$ cat config.mk
export PLATFORM = sky130hd
export DESIGN_NAME = axi_pwm_multi
export DESIGN_NICKNAME = d
export VERILOG_FILES = /design/src/rtl/axi_pwm_multi.sv
export SDC_FILE = /design/constraint.sdc
export NUM_CORES = 1
export LEC_CHECK = 0
export BUFFER_PORTS_ARGS = -buffer_cell sky130_fd_sc_hd__clkbuf_2
export CAP_MARGIN = 20
export CORE_MARGIN = 2
export CORE_UTILIZATION = 57
export CTS_BUF_LIST = sky130_fd_sc_hd__clkbuf_16
export DETAILED_ROUTE_END_ITERATION = 12
export PLACE_DENSITY = 0.86
export SLEW_MARGIN = 20
export SYNTH_ARGS = -nofsm -noshare
export SYNTH_HDL_FRONTEND = slang
export SYNTH_SLANG_ARGS = --single-unit
export TNS_END_PERCENT = 5
$ cat constraint.sdc
create_clock -name s00_axi_aclk -period 3.2 [get_ports s00_axi_aclk]
set_clock_uncertainty 0.05 [all_clocks]
set_input_delay 0.16 -clock s00_axi_aclk [delete_from_list [all_inputs] [get_ports s00_axi_aclk]]
set_output_delay 0.16 -clock s00_axi_aclk [all_outputs]
set_load 0.05 [all_outputs]
$ cat src/rtl/axi_pwm_multi.sv
// axi_pwm_multi
//   AXI4-Lite slave driving NUM_CH PWM outputs from one shared period counter.
//   Software writes PERIOD and DUTY[i] into shadow registers. The active copies
//   reload only on counter wrap (or continuously while stopped), so a waveform
//   never changes shape part-way through a period.
//
//   Optional feature: define AXI_PWM_IRQ_EN to build the period-wrap interrupt
//   (IRQ_STATUS at 0x0C, W1C; IRQ_EN at 0x10). Without it, irq is tied low and
//   those two addresses read 0 and ignore writes.
//
// Ports
//   s00_axi_aclk / s00_axi_aresetn : clock, asynchronous active-low reset
//   s00_axi_aw* / w* / b*          : AXI4-Lite write channel (bresp always OKAY)
//   s00_axi_ar* / r*               : AXI4-Lite read channel (rresp always OKAY)
//   PWM_OUT[NUM_CH-1:0]            : registered PWM outputs
//   irq                            : registered level interrupt, active-high
//
// Register map (byte address)
//   0x00 CTRL[0]=RUN   0x04 CH_EN   0x08 PERIOD   0x0C IRQ_STATUS   0x10 IRQ_EN
//   0x14 CNT (ro)      0x20+4*i DUTY[i]
module axi_pwm_multi #(
    parameter int NUM_CH             = 8,
    parameter int CNT_WIDTH          = 16,
    parameter int C_S_AXI_ADDR_WIDTH = 7
) (
    input  logic                          s00_axi_aclk,
    input  logic                          s00_axi_aresetn,
    input  logic [C_S_AXI_ADDR_WIDTH-1:0] s00_axi_awaddr,
    input  logic                          s00_axi_awvalid,
    output logic                          s00_axi_awready,
    input  logic [31:0]                   s00_axi_wdata,
    input  logic [3:0]                    s00_axi_wstrb,
    input  logic                          s00_axi_wvalid,
    output logic                          s00_axi_wready,
    output logic [1:0]                    s00_axi_bresp,
    output logic                          s00_axi_bvalid,
    input  logic                          s00_axi_bready,
    input  logic [C_S_AXI_ADDR_WIDTH-1:0] s00_axi_araddr,
    input  logic                          s00_axi_arvalid,
    output logic                          s00_axi_arready,
    output logic [31:0]                   s00_axi_rdata,
    output logic [1:0]                    s00_axi_rresp,
    output logic                          s00_axi_rvalid,
    input  logic                          s00_axi_rready,
    output logic [NUM_CH-1:0]             PWM_OUT,
    output logic                          irq
);

    localparam int IDX_W = C_S_AXI_ADDR_WIDTH - 2;
    localparam logic [IDX_W-1:0] A_CTRL   = IDX_W'(0);
    localparam logic [IDX_W-1:0] A_CH_EN  = IDX_W'(1);
    localparam logic [IDX_W-1:0] A_PERIOD = IDX_W'(2);
    localparam logic [IDX_W-1:0] A_CNT    = IDX_W'(5);
`ifdef AXI_PWM_IRQ_EN
    localparam logic [IDX_W-1:0] A_STAT   = IDX_W'(3);
    localparam logic [IDX_W-1:0] A_IRQEN  = IDX_W'(4);
`endif

    logic                 awready_q, bvalid_q, arready_q, rvalid_q;
    logic [31:0]          rdata_q, rd_mux, wmask;
    logic                 wr_accept, rd_accept, wrap;
    logic [IDX_W-1:0]     wr_idx, rd_idx;
    logic                 run;
    logic [NUM_CH-1:0]    ch_en, pwm_next, pwm_p1;
    logic [CNT_WIDTH-1:0] period_sh, period_act, cnt_p0;
    logic [CNT_WIDTH-1:0] duty_sh  [NUM_CH];
    logic [CNT_WIDTH-1:0] duty_act [NUM_CH];
    logic                 unused_ok;

    // Byte-strobe merge: strobed bytes take new data, the rest keep old bits.
    function automatic logic [CNT_WIDTH-1:0] merge_cnt(input logic [CNT_WIDTH-1:0] old,
                                                       input logic [CNT_WIDTH-1:0] wd,
                                                       input logic [CNT_WIDTH-1:0] m);
        return (old & ~m) | (wd & m);
    endfunction

    function automatic logic [NUM_CH-1:0] merge_ch(input logic [NUM_CH-1:0] old,
                                                   input logic [NUM_CH-1:0] wd,
                                                   input logic [NUM_CH-1:0] m);
        return (old & ~m) | (wd & m);
    endfunction

    assign wmask  = {{8{s00_axi_wstrb[3]}}, {8{s00_axi_wstrb[2]}},
                     {8{s00_axi_wstrb[1]}}, {8{s00_axi_wstrb[0]}}};
    assign wr_idx = s00_axi_awaddr[C_S_AXI_ADDR_WIDTH-1:2];
    assign rd_idx = s00_axi_araddr[C_S_AXI_ADDR_WIDTH-1:2];

    // Gating on awready/arready keeps the cycle after an accept from re-accepting
    // the same beat before bvalid/rvalid have risen.
    assign wr_accept = s00_axi_awvalid & s00_axi_wvalid & ~bvalid_q & ~awready_q;
    assign rd_accept = s00_axi_arvalid & ~rvalid_q & ~arready_q;
    assign wrap      = run & (cnt_p0 == period_act);

    assign s00_axi_awready = awready_q;
    assign s00_axi_wready  = awready_q;
    assign s00_axi_bvalid  = bvalid_q;
    assign s00_axi_bresp   = 2'b00;
    assign s00_axi_arready = arready_q;
    assign s00_axi_rvalid  = rvalid_q;
    assign s00_axi_rdata   = rdata_q;
    assign s00_axi_rresp   = 2'b00;
    assign PWM_OUT         = pwm_p1;
    assign unused_ok = ^{s00_axi_awaddr[1:0], s00_axi_araddr[1:0], s00_axi_wdata, wmask};

    always_ff @(posedge s00_axi_aclk or negedge s00_axi_aresetn) begin
        if (!s00_axi_aresetn) begin
            awready_q <= 1'b0;
            bvalid_q  <= 1'b0;
            run       <= 1'b0;
            ch_en     <= '0;
            period_sh <= '0;
            for (int i = 0; i < NUM_CH; i++) duty_sh[i] <= '0;
        end else begin
            awready_q <= wr_accept;
            if (awready_q)                      bvalid_q <= 1'b1;
            else if (bvalid_q && s00_axi_bready) bvalid_q <= 1'b0;
            if (wr_accept) begin
                if (wr_idx == A_CTRL && wmask[0]) run <= s00_axi_wdata[0];
                if (wr_idx == A_CH_EN)
                    ch_en <= merge_ch(ch_en, s00_axi_wdata[NUM_CH-1:0], wmask[NUM_CH-1:0]);
                if (wr_idx == A_PERIOD)
                    period_sh <= merge_cnt(period_sh, s00_axi_wdata[CNT_WIDTH-1:0],
                                           wmask[CNT_WIDTH-1:0]);
                for (int i = 0; i < NUM_CH; i++)
                    if (wr_idx == IDX_W'(8 + i))
                        duty_sh[i] <= merge_cnt(duty_sh[i], s00_axi_wdata[CNT_WIDTH-1:0],
                                                wmask[CNT_WIDTH-1:0]);
            end
        end
    end

`ifdef AXI_PWM_IRQ_EN
    logic irq_status, irq_en, irq_q;

    always_ff @(posedge s00_axi_aclk or negedge s00_axi_aresetn) begin
        if (!s00_axi_aresetn) begin
            irq_status <= 1'b0;
            irq_en     <= 1'b0;
            irq_q      <= 1'b0;
        end else begin
            // A wrap in the same cycle as a W1C keeps the status set.
            if (wrap)
                irq_status <= 1'b1;
            else if (wr_accept && wr_idx == A_STAT && wmask[0] && s00_axi_wdata[0])
                irq_status <= 1'b0;
            if (wr_accept && wr_idx == A_IRQEN && wmask[0]) irq_en <= s00_axi_wdata[0];
            irq_q <= irq_status & irq_en;
        end
    end
    assign irq = irq_q;
`else
    assign irq = 1'b0;
`endif

    always_comb begin
        rd_mux = 32'd0;
        if (rd_idx == A_CTRL)   rd_mux = {31'd0, run};
        if (rd_idx == A_CH_EN)  rd_mux = 32'(ch_en);
        if (rd_idx == A_PERIOD) rd_mux = 32'(period_sh);
        if (rd_idx == A_CNT)    rd_mux = 32'(cnt_p0);
`ifdef AXI_PWM_IRQ_EN
        if (rd_idx == A_STAT)   rd_mux = {31'd0, irq_status};
        if (rd_idx == A_IRQEN)  rd_mux = {31'd0, irq_en};
`endif
        for (int i = 0; i < NUM_CH; i++)
            if (rd_idx == IDX_W'(8 + i)) rd_mux = 32'(duty_sh[i]);
    end

    always_ff @(posedge s00_axi_aclk or negedge s00_axi_aresetn) begin
        if (!s00_axi_aresetn) begin
            arready_q <= 1'b0;
            rvalid_q  <= 1'b0;
            rdata_q   <= 32'd0;
        end else begin
            arready_q <= rd_accept;
            if (rd_accept) rdata_q <= rd_mux;
            if (arready_q)                       rvalid_q <= 1'b1;
            else if (rvalid_q && s00_axi_rready) rvalid_q <= 1'b0;
        end
    end

    always_comb begin
        pwm_next = '0;
        for (int i = 0; i < NUM_CH; i++)
            pwm_next[i] = run & ch_en[i] & (cnt_p0 < duty_act[i]);
    end

    always_ff @(posedge s00_axi_aclk or negedge s00_axi_aresetn) begin
        if (!s00_axi_aresetn) begin
            cnt_p0     <= '0;
            period_act <= '0;
            pwm_p1     <= '0;
            for (int i = 0; i < NUM_CH; i++) duty_act[i] <= '0;
        end else begin
            // stage p0: shared counter and active register set
            if (!run)      cnt_p0 <= '0;
            else if (wrap) cnt_p0 <= '0;
            else           cnt_p0 <= cnt_p0 + 1'b1;
            if (!run || wrap) begin
                period_act <= period_sh;
                for (int i = 0; i < NUM_CH; i++) duty_act[i] <= duty_sh[i];
            end
            // stage p1: registered compare, one cycle behind the counter
            pwm_p1 <= pwm_next;
        end
    end

endmodule
==> results of run 1 <==
## synthesized netlist by cell type, types with 6 or more instances
library cell / instances / area share
a211oi_1: 8 / 0.0034
a21o_1: 23 / 0.0098
a21oi_1: 61 / 0.017
a221o_1: 6 / 0.0034
a22oi_1: 11 / 0.0047
buf_1: 11 / 0.0024
buf_2: 30 / 0.0086
buf_4: 22 / 0.0094
clkbuf_1: 34 / 0.0073
dfrtp_1: 341 / 0.49
ha_1: 121 / 0.086
inv_1: 129 / 0.028
mux2_2: 178 / 0.11
mux2i_1: 11 / 0.0063
mux4_2: 8 / 0.010
nand2_1: 167 / 0.036
nand2b_1: 19 / 0.0068
nand3_1: 19 / 0.0054
nand4_1: 25 / 0.0089
nor2_1: 65 / 0.014
nor2b_1: 23 / 0.0082
nor3_1: 13 / 0.0037
nor4_1: 12 / 0.0043
o211ai_1: 8 / 0.0034
o21ai_0: 167 / 0.048
or4_1: 6 / 0.0026
xnor2_1: 22 / 0.011
xor2_1: 6 / 0.0030
## final cells by class
cell class	count	area [µm²]
fillers	2243	10850
flip-flops and latches	341	8533
multi-input cells	1096	8108
clock buffers	37	925.9
repair buffers	122	868.3
well taps	396	495.5
inverters	129	484.2
clock inverters	25	163.9
## stage by stage
stage               instance area (µm²)  std cells  worst slack (ns)
finish                            19580       2146            0.5621
global placement                  18440       2079            0.7171
CTS                               19580       2146            0.6035
global route                      19580       2146            0.4712
detailed placement                18440       2079            0.6618
floorplan                         17620       1664            0.7936
## what timing repair did
action / CTS / global route
hold buffers: 5 / 0
setup endpoints to repair: 0 / 0
hold endpoints to repair: 96 / 0
## placed cells by master (no fill, tap or decap), types with 37 or more instances in the layout
cell,instances
inv_1,132
nor2_1,65
clkbuf_2,62
mux2_2,178
ha_1,121
a21oi_1,61
nand2_1,167
o21ai_0,167
buf_4,47
dfrtp_1,341
clkbuf_16,37
## path summary, 6_finish.rpt
check / start / end / slack, ns / depth (start not counted)
max: cnt_p0[2]$_DFF_PN0_ / duty_act[57]$_DFFE_PN0P_ / 0.56 / 7
min: s00_axi_wdata[10] / flop / 0.02 / 2
max reg2reg: cnt_p0[2]$_DFF_PN0_ / duty_act[57]$_DFFE_PN0P_ / 0.56 / 7
min reg2reg: s00_axi_arready$_DFF_PN0_ / s00_axi_rvalid$_DFFE_PN0P_ / 0.43 / 1
max in group asynchronous: s00_axi_aresetn / s00_axi_bvalid$_DFFE_PN0P_ / 1.95 / 3
min in group asynchronous: s00_axi_aresetn / duty_act[66]$_DFFE_PN0P_ / 0.23 / 2
## logic make-up (layout without fill, tap and decap cells)
group	Yosys count	after routing	share of synthesized area
fa+ha+maj	121	121	0.08629
xor+xnor	28	28	0.01398
mux	197	197	0.1308
simple gates	393	393	0.1103
compound gates	336	336	0.1162
buf+inv	227	313	0.05584
other cells	1	21	0.0002137
flops	341	341	0.4863
## metal layers
metal | share of wire | global-route usage | up-vias
li1 | - | - | 5912
met1 | 0.39 | 0.3901 | 6660
met2 | 0.46 | 0.4699 | 745
met3 | 0.082 | 0.05024 | 179
met4 | 0.066 | 0.1785 | 0
met5 | 0 | 0 | -
## power by group
group	total, mW	switching [mW]	internal, mW
Combinational	1.57	1.06	0.510
Sequential	4.85	0.221	4.63
Clock	3.95	1.70	2.25
Total	10.4	2.98	7.39
==> flow_summary.ini, run 1 <==
[run_status]
status = finished clean

[cts]
cts_sinks = 341
clockRootBuffer = clkbuf_16
cts_buffers = 35
cts_tree = done
htree_levels = 2
clkLatencyLatePin_ns = 0.52
clk_path_buf_depth = 3
cts_resized = 0
clkTransAtPathRegs_ns = 0.06
post_cts_buffers = 0

[drt]
post-route-drc-count = 0
wl_per_cell_um = 22.37
firstDrtPassIters = 8
via_per_inst = 6.289
drt_iter0_drc = 1468
ant_nets = 0
num_vias = 13500
wirelength_mm = 48.00

[global_routing]
antenna_found_initial = 0
grt_pass1_vias = 13760
grt_max_degree = 100
overflow = 0
grt.total_usage = 0.2983
grt_pass1_wl_mm = 76.11

[critical_path]
cp_max_fo = 73
critPathBufInv = 2
crit_type = reg2reg
worstPathArrival_ns = 3.00
start_kind = flop
crit_chain = xnor2_1 > nand4_1 > o41ai_4 > buf_12 > buf_12 > nand2_1 > o21ai_0
slowest_stage = dfrtp_1
crit_top_cell = buf_12
max_stage_delay_ns = 0.53
crit_family = compound AO/OA/AOI/OAI gates
end_kind = flop
cp.required_ns = 3.56

[floorplan]
fp-row-count = 64
io_pins = 107
die_x_um = 179.4
die-area_um2 = 32200
initial_utilization = 0.5766
die_h_um = 179.4
core_um2 = 30430

[final_layout]
drive_gt1_frac = 0.2143
n_antenna_cell = 0
syn2layout_area_growth_pct = 11.59
final_net_count = 1903
fin_util = 0.6434

[placement]
dpl.hpwl_mm = 34.39
place.port_buffers = 63
gp_congestion = 0.9753

[synth]
seq_area_frac_synth = 0.4863
synth_area_um2 = 17550
netlist_instances = 1644
avgSynthCellArea_um2 = 10.67
yosysWarnings = 0
yosys_register_bits = 341
synth_top_flop_cell = dfrtp_1
async_flop_share = 1.000
yosysUniqueCellTypes = 72
synth-edff-count = 0

[timing]
rsz0062_at_grt = false
worstMarginPinSlew_ns = 0.9450
setup_viol = 0
holdWs_ns = 0.01972
period_needed_ns = 2.638
maxSlewHeadroom = 0.3676
report.final.slew_viol_count = 0
hold_viol = 0
min_period_over_period = 0.8244
tns_ns = 0
fmax_mhz = 379.1

[power_and_ir_drop]
power.static_leakage_nw = 9.338
peakVddDrop_mv = 0.4552
power.total_mw = 10.37
power_density_nw_per_um2 = 529.6

[flow_run]
cap_viol_max_count = 0

[min_path]
hold_path.class = in2reg
No activity file was read; power rests on OpenSTA's default activity.
==> inputs of run 2 (changes only) <==
- ABC_AREA: unset -> 1
- PLACE_DENSITY: 0.86 -> 0.87
- clock period: 3.2 -> 2.5 ns (I/O delays scaled with it)
==> run 2 against run 1 <==
The run now ends with negative hold slack left. Clock power rose by 31%. Area after synthesis fell by 1.2%. Global-route usage up 0.21 points. Register-to-register slack got worse by 0.40 ns. Sequential share of layout area rose by 0.52 points. Combinational power is 9% higher. Final area shrank 1.2%. Die area fell by 1.1%. Power up 25%. Critical path depth rose by 1. Sequential power is 26% higher. Critical path type unchanged. Largest cell class unchanged.
==> flow_summary.ini, run 2 <==
[power_and_ir_drop]
netSwitchingFraction = 0.2795
p_switching_mw = 3.628
p_int_mw = 9.352
power.total_mw = 12.98
p_seq_frac = 0.469
peakVddDrop_mv = 0.5494
power.static_leakage_nw = 9.453
power_density_nw_per_um2 = 671.0
power_frac_comb = 0.131
clockPowerShare = 0.399

[synth]
synth_mux_area_frac = 0
synth_area_um2 = 17340
netlist_instances = 2074
synth_common_cells = 570 x nand2_1, 341 x dfrtp_1, 262 x inv_1, 217 x o21ai_0
synth_top_cell_by_area = dfrtp_1
yosys_register_bits = 341
synthXorXnorAreaFrac = 0.005556
yosysWarnings = 0
synth_top_family_by_area = simple AND/OR/NAND/NOR gates
yosys-top-cells-area = dfrtp_1 49%, nand2_1 12%, ha_1 8.7%
yosys.area_share.simple = 0.1880
yosys.area_share.adder = 0.08730
seq_area_frac_synth = 0.4921
synth_top_area_share = 0.4921
synth-compound-area-share = 0.1330
avgSynthCellArea_um2 = 8.361
synth_top_flop_cell = dfrtp_1
async_flop_share = 1.000
yosysUniqueCellTypes = 35
synth-edff-count = 0
yosysMostFrequentCell = nand2_1

[timing]
tns_ns = 0
worst_slack_ns = 0.1610
maxSlewHeadroom = 0.3968
hold_viol = 1
min_period_over_period = 0.9356
period_needed_ns = 2.339
setup_viol = 0
report.final.slew_viol_count = 0
holdWs_ns = -0.004347
fmax_mhz = 427.5
worstMarginPinSlew_ns = 0.9039
rsz0062_at_grt = false

[cts]
cts_buffers = 35
htree_levels = 2
clk_path_buf_depth = 3
clkLatencyLatePin_ns = 0.51
clockRootBuffer = clkbuf_16
clkTransAtPathRegs_ns = 0.06
cts_tree = done
cts_sinks = 341

[floorplan]
io_pins = 107
die_h_um = 178.4
initial_utilization = 0.5820
fp-row-count = 63
core_um2 = 29800
die-area_um2 = 31840
die_x_um = 178.4

[critical_path]
reg2reg_depth = 8
cp.required_ns = 2.89
reg2reg_to = duty_act[26]$_DFFE_PN0P_
cp_max_fo = 72
worstPathArrival_ns = 2.73
cp-startpoint = cnt_p0[13]$_DFF_PN0_
ff2ff_setup_slack_ns = 0.16
r2r_start = cnt_p0[13]$_DFF_PN0_
end_kind = flop
start_kind = flop
crit_type = reg2reg

[final_layout]
multi_input_area_um2 = 7281
regArea_um2 = 8533
fill_cells = 2272
final_cell_mix = 570 x nand2_1, 341 x dfrtp_1, 263 x inv_1, 217 x o21ai_0
drive_gt1_frac = 0.08904
layout_commonest_cell = nand2_1
final_net_count = 2342
syn2layout_area_growth_pct = 11.56

[placement]
dpl.hpwl_mm = 32.79
gp_congestion = 0.9756
place.port_buffers = 63
dp_slack_ns = 0.02270

[drt]
wirelength_mm = 46.77
post-route-drc-count = 0
wl_per_cell_um = 18.11
firstDrtPassIters = 6
num_vias = 15040
drt_iter0_drc = 1685
ant_nets = 0
via_per_inst = 5.824

[global_routing]
grt_pass1_wl_mm = 75.26
grt.total_usage = 0.3004
grt_max_degree = 73
grt_pass1_vias = 14860
antenna_found_initial = 1
overflow = 0

[min_path]
worstHoldStart = s00_axi_wdata[1]
min_path_cells = 3
hold_path.class = in2reg

[run_status]
violations = negative hold slack
status = finished with violations

[flow_run]
cap_viol_max_count = 0
[run 2: cell types whose count changed in the layout (fill, tap and decap cells not counted), moves of 12 or more]
cell | before | now
nor2b_1 | 23 | 0
nand2b_1 | 19 | 0
nand3_1 | 19 | 56
a21oi_1 | 61 | 97
mux2_2 | 178 | 0
nand4_1 | 25 | 37
inv_1 | 132 | 263
xnor2_1 | 22 | 6
o21ai_0 | 167 | 217
o21ai_1 | 0 | 121
nor2_1 | 65 | 89
nand2_1 | 167 | 570
a21o_1 | 23 | 0
[run 2: what timing repair did]
item | CTS | global route
setup endpoints to repair | 0 | 23
endpoints found under the hold margin | 94 | 0
hold buffers | 5 | 0
gates resized for setup | 0 | 4
setup buffers | 0 | 0
[run 2: critical path, stage by stage (launching register included)]
cell	delay [ns]
dfrtp_1	0.59
or2_1	0.17
nand4_1	0.07
nor3_1	0.37
nand2_1	0.21
nand2_8	0.25
buf_16	0.31
nand2_1	0.12
o21ai_1	0.09
[run 2: area by class of cell]
| class | instances | area share |
|---|---|---|
| multi-input cells | 1397 | 0.3763 |
| flip-flops and latches | 341 | 0.4411 |
| clock inverters | 26 | 0.01048 |
| inverters | 265 | 0.05142 |
| diodes | 2 | 0.0002587 |
| clock buffers | 37 | 0.04786 |
| repair buffers | 124 | 0.04734 |
| well taps | 390 | 0.02522 |
[run 2: power by group through the flow]
| stage | Combinational [mW] | Sequential [mW] | Clock [mW] |
|---|---|---|---|
| global placement | 1.57 | 6.17 | 0 |
| CTS | 1.68 | 6.08 | 5.21 |
| detailed placement | 1.65 | 6.18 | 0 |
| global route | 1.90 | 6.12 | 5.44 |
| floorplan | 1.02 | 6.25 | 0 |
| finish | 1.71 | 6.09 | 5.18 |
[run 2: logic make-up (layout without fill, tap and decap cells)]
family | count (synthesis) | count (layout)
XOR/XNOR | 11 | 11
buffers and inverters | 356 | 452
flip-flops | 341 | 341
other | 1 | 23
AND/OR/NAND/NOR | 792 | 792
AO/OA/AOI/OAI | 452 | 452
adder cells (fa/ha/maj) | 121 | 121
[run 2: how the worst max path moves through the flow]
stage                                         end  slack [ns]  depth (start not counted)
floorplan                                    flop        0.60                          7
global placement    s00_axi_rdata[11]$_DFFE_PN0P_        0.25                         10
detailed placement  s00_axi_rdata[11]$_DFFE_PN0P_        0.02                         10
CTS                                          flop        0.05                          7
global route             duty_act[26]$_DFFE_PN0P_        0.02                         10
finish                   duty_act[26]$_DFFE_PN0P_        0.16                          8
[run 2: stage by stage]
| stage | cells | utilization | area, µm² |
|---|---|---|---|
| after floorplan | 2094 | - | 17420 |
| after CTS | 2580 | 0.6483 | 19320 |
| final | 2582 | 0.6493 | 19350 |
| after global routing | 2580 | 0.6491 | 19340 |
| after detailed placement | 2512 | 0.6087 | 18140 |
| after global placement | 2512 | 0.6087 | 18140 |
[run 2: metal layers]
metal | GRT usage | vias up | part of all wire
met1 | 0.3901 | 7110 | 0.38
met4 | 0.1558 | 0 | 0.056
li1 | - | 6855 | -
met5 | 0 | - | 0
met2 | 0.4768 | 852 | 0.46
met3 | 0.06245 | 220 | 0.10
==> inputs of run 3 (changes only) <==
- clock period: 2.5 -> 2.8 ns (I/O delays scaled with it)
==> run 3 against run 2 <==
The run now ends clean. Worst setup slack gained 0.095 ns. Sequential power shrank 11%. Combinational power shrank 11%. First-iteration DRC count grew 3.3%. Critical path depth shrank 2.
==> flow_summary.ini, run 3 (synthesis gave the netlist of run 2 again) <==
[run_status]
status = finished clean

[global_routing]
grt_pass1_wl_mm = 75.63
met1_usage = 0.3920
overflow = 0
grt_pass1_vias = 14750
antenna_found_initial = 1
grt_max_degree = 84
groute.layer.met3.usage = 0.05818
busiest_layer = met2
grt.total_usage = 0.3048
grtUsageMet2 = 0.4973

[drt]
post-route-drc-count = 0
ant_nets = 0
num_vias = 15010
wirelength_mm = 47.28
drt_iter0_drc = 1741
firstDrtPassIters = 6
wl_per_cell_um = 18.40
via_per_inst = 5.842

[critical_path]
reg2reg_depth = 6
cp.required_ns = 3.17
r2r_start = s00_axi_awready$_DFF_PN0_
crit_type = reg2reg
cp_max_fo = 16
cp-startpoint = s00_axi_awready$_DFF_PN0_
ff2ff_setup_slack_ns = 0.26
end_kind = flop
worstPathArrival_ns = 2.92
start_kind = flop

[min_path]
worstHoldStart = s00_axi_wdata[3]
min_path_cells = 3
hold_path.class = in2reg

[floorplan]
core_um2 = 29800
die_x_um = 178.4
initial_utilization = 0.5820
io_pins = 107
die-area_um2 = 31840
die_h_um = 178.4
fp-row-count = 63

[cts]
clkLatencyLatePin_ns = 0.53
clkTransAtPathRegs_ns = 0.06
cts_resized = 0
cts_tree = done
htree_levels = 2
cts_buffers = 36
clk_path_buf_depth = 3
cts_sinks = 341
clockRootBuffer = clkbuf_16

[placement]
place.port_buffers = 63
dpl.hpwl_mm = 32.29
gp_congestion = 0.9463
dp_slack_ns = 0.4746
post_dp_cell_area_um2 = 18050

[timing]
maxSlewHeadroom = 0.4214
rsz0062_at_grt = false
worstMarginPinSlew_ns = 0.8600
min_period_over_period = 0.9086
holdWs_ns = 0.03336
tns_ns = 0
worst_slack_ns = 0.2560
setup_viol = 0
hold_viol = 0
fmax_mhz = 393.1
report.final.slew_viol_count = 0
period_needed_ns = 2.544

[final_layout]
final_cell_area_um2 = 19320
layout_commonest_cell = nand2_1
syn2layout_area_growth_pct = 11.40
final_net_count = 2333
drive_gt1_frac = 0.08119
n_antenna_cell = 0
final_cell_mix = 570 x nand2_1, 341 x dfrtp_1, 267 x inv_1, 217 x o21ai_0

[power_and_ir_drop]
peakVddDrop_mv = 0.4926
power.static_leakage_nw = 9.449
power_density_nw_per_um2 = 619.3

[flow_run]
cap_viol_max_count = 0
run 3: cell types whose count changed in the layout (fill, tap and decap cells not counted), sizes merged:
cell / before / now
clkinvlp: 3 / 1
bufinv: 3 / 7
buf: 57 / 47
clkinv: 19 / 13
diode: 2 / 0
inv: 266 / 270
run 3: what timing repair did:
item | CTS | global route
buffers inserted | 0 | 0
hold endpoints to repair | 79 | 0
hold buffers | 5 | 0
run 3: cell type report:
type | instances | area [µm²]
timing repair buffer | 114 | 820.8
fill | 2255 | 10480
clock buffer | 37 | 925.9
sequential | 341 | 8533
tap | 390 | 488.0
inverter | 265 | 994.7
clock inverter | 26 | 292.8
multi-input combinational | 1397 | 7263
run 3: worst max path at each step:
stage | cells past startpoint | to | slack, ns
3_5_place_dp | 10 | duty_act[8]$_DFFE_PN0P_ | 0.47
4_1_cts | 7 | flop | 0.31
2_1_floorplan | 7 | flop | 0.90
3_3_place_gp | 10 | duty_act[8]$_DFFE_PN0P_ | 0.54
6_report | 6 | flop | 0.26
5_1_grt | 10 | duty_act[8]$_DFFE_PN0P_ | 0.13
run 3: critical path, stage by stage, from the launching register on:
cell           delay (ns)
dfrtp_1              0.40
inv_1                0.10
nand4_2              0.18
dlygate4sd3_1        0.62
inv_1                0.15
nand3_1              0.54
o21ai_0              0.38
run 3: power by group:
| group | switching (mW) | internal [mW] |
|---|---|---|
| Combinational | 1.09 | 0.432 |
| Sequential | 0.189 | 5.24 |
| Clock | 1.97 | 3.04 |
| Total | 3.26 | 8.71 |
run 3: metal layers:
metal  share of wire  vias to the layer above
li1                -                     6849
met1            0.39                     7089
met2            0.47                      861
met3           0.092                      214
met4           0.053                        0
met5               0                        -
run 3: per-stage QoR:
step                        util  total power [mW]  cells
after floorplan                -             6.490   2094
after global placement    0.6058             6.899   2502
after detailed placement  0.6058             6.970   2502
after CTS                 0.6484             11.93   2570
after global routing      0.6484             12.37   2570
final                     0.6484             11.96   2570
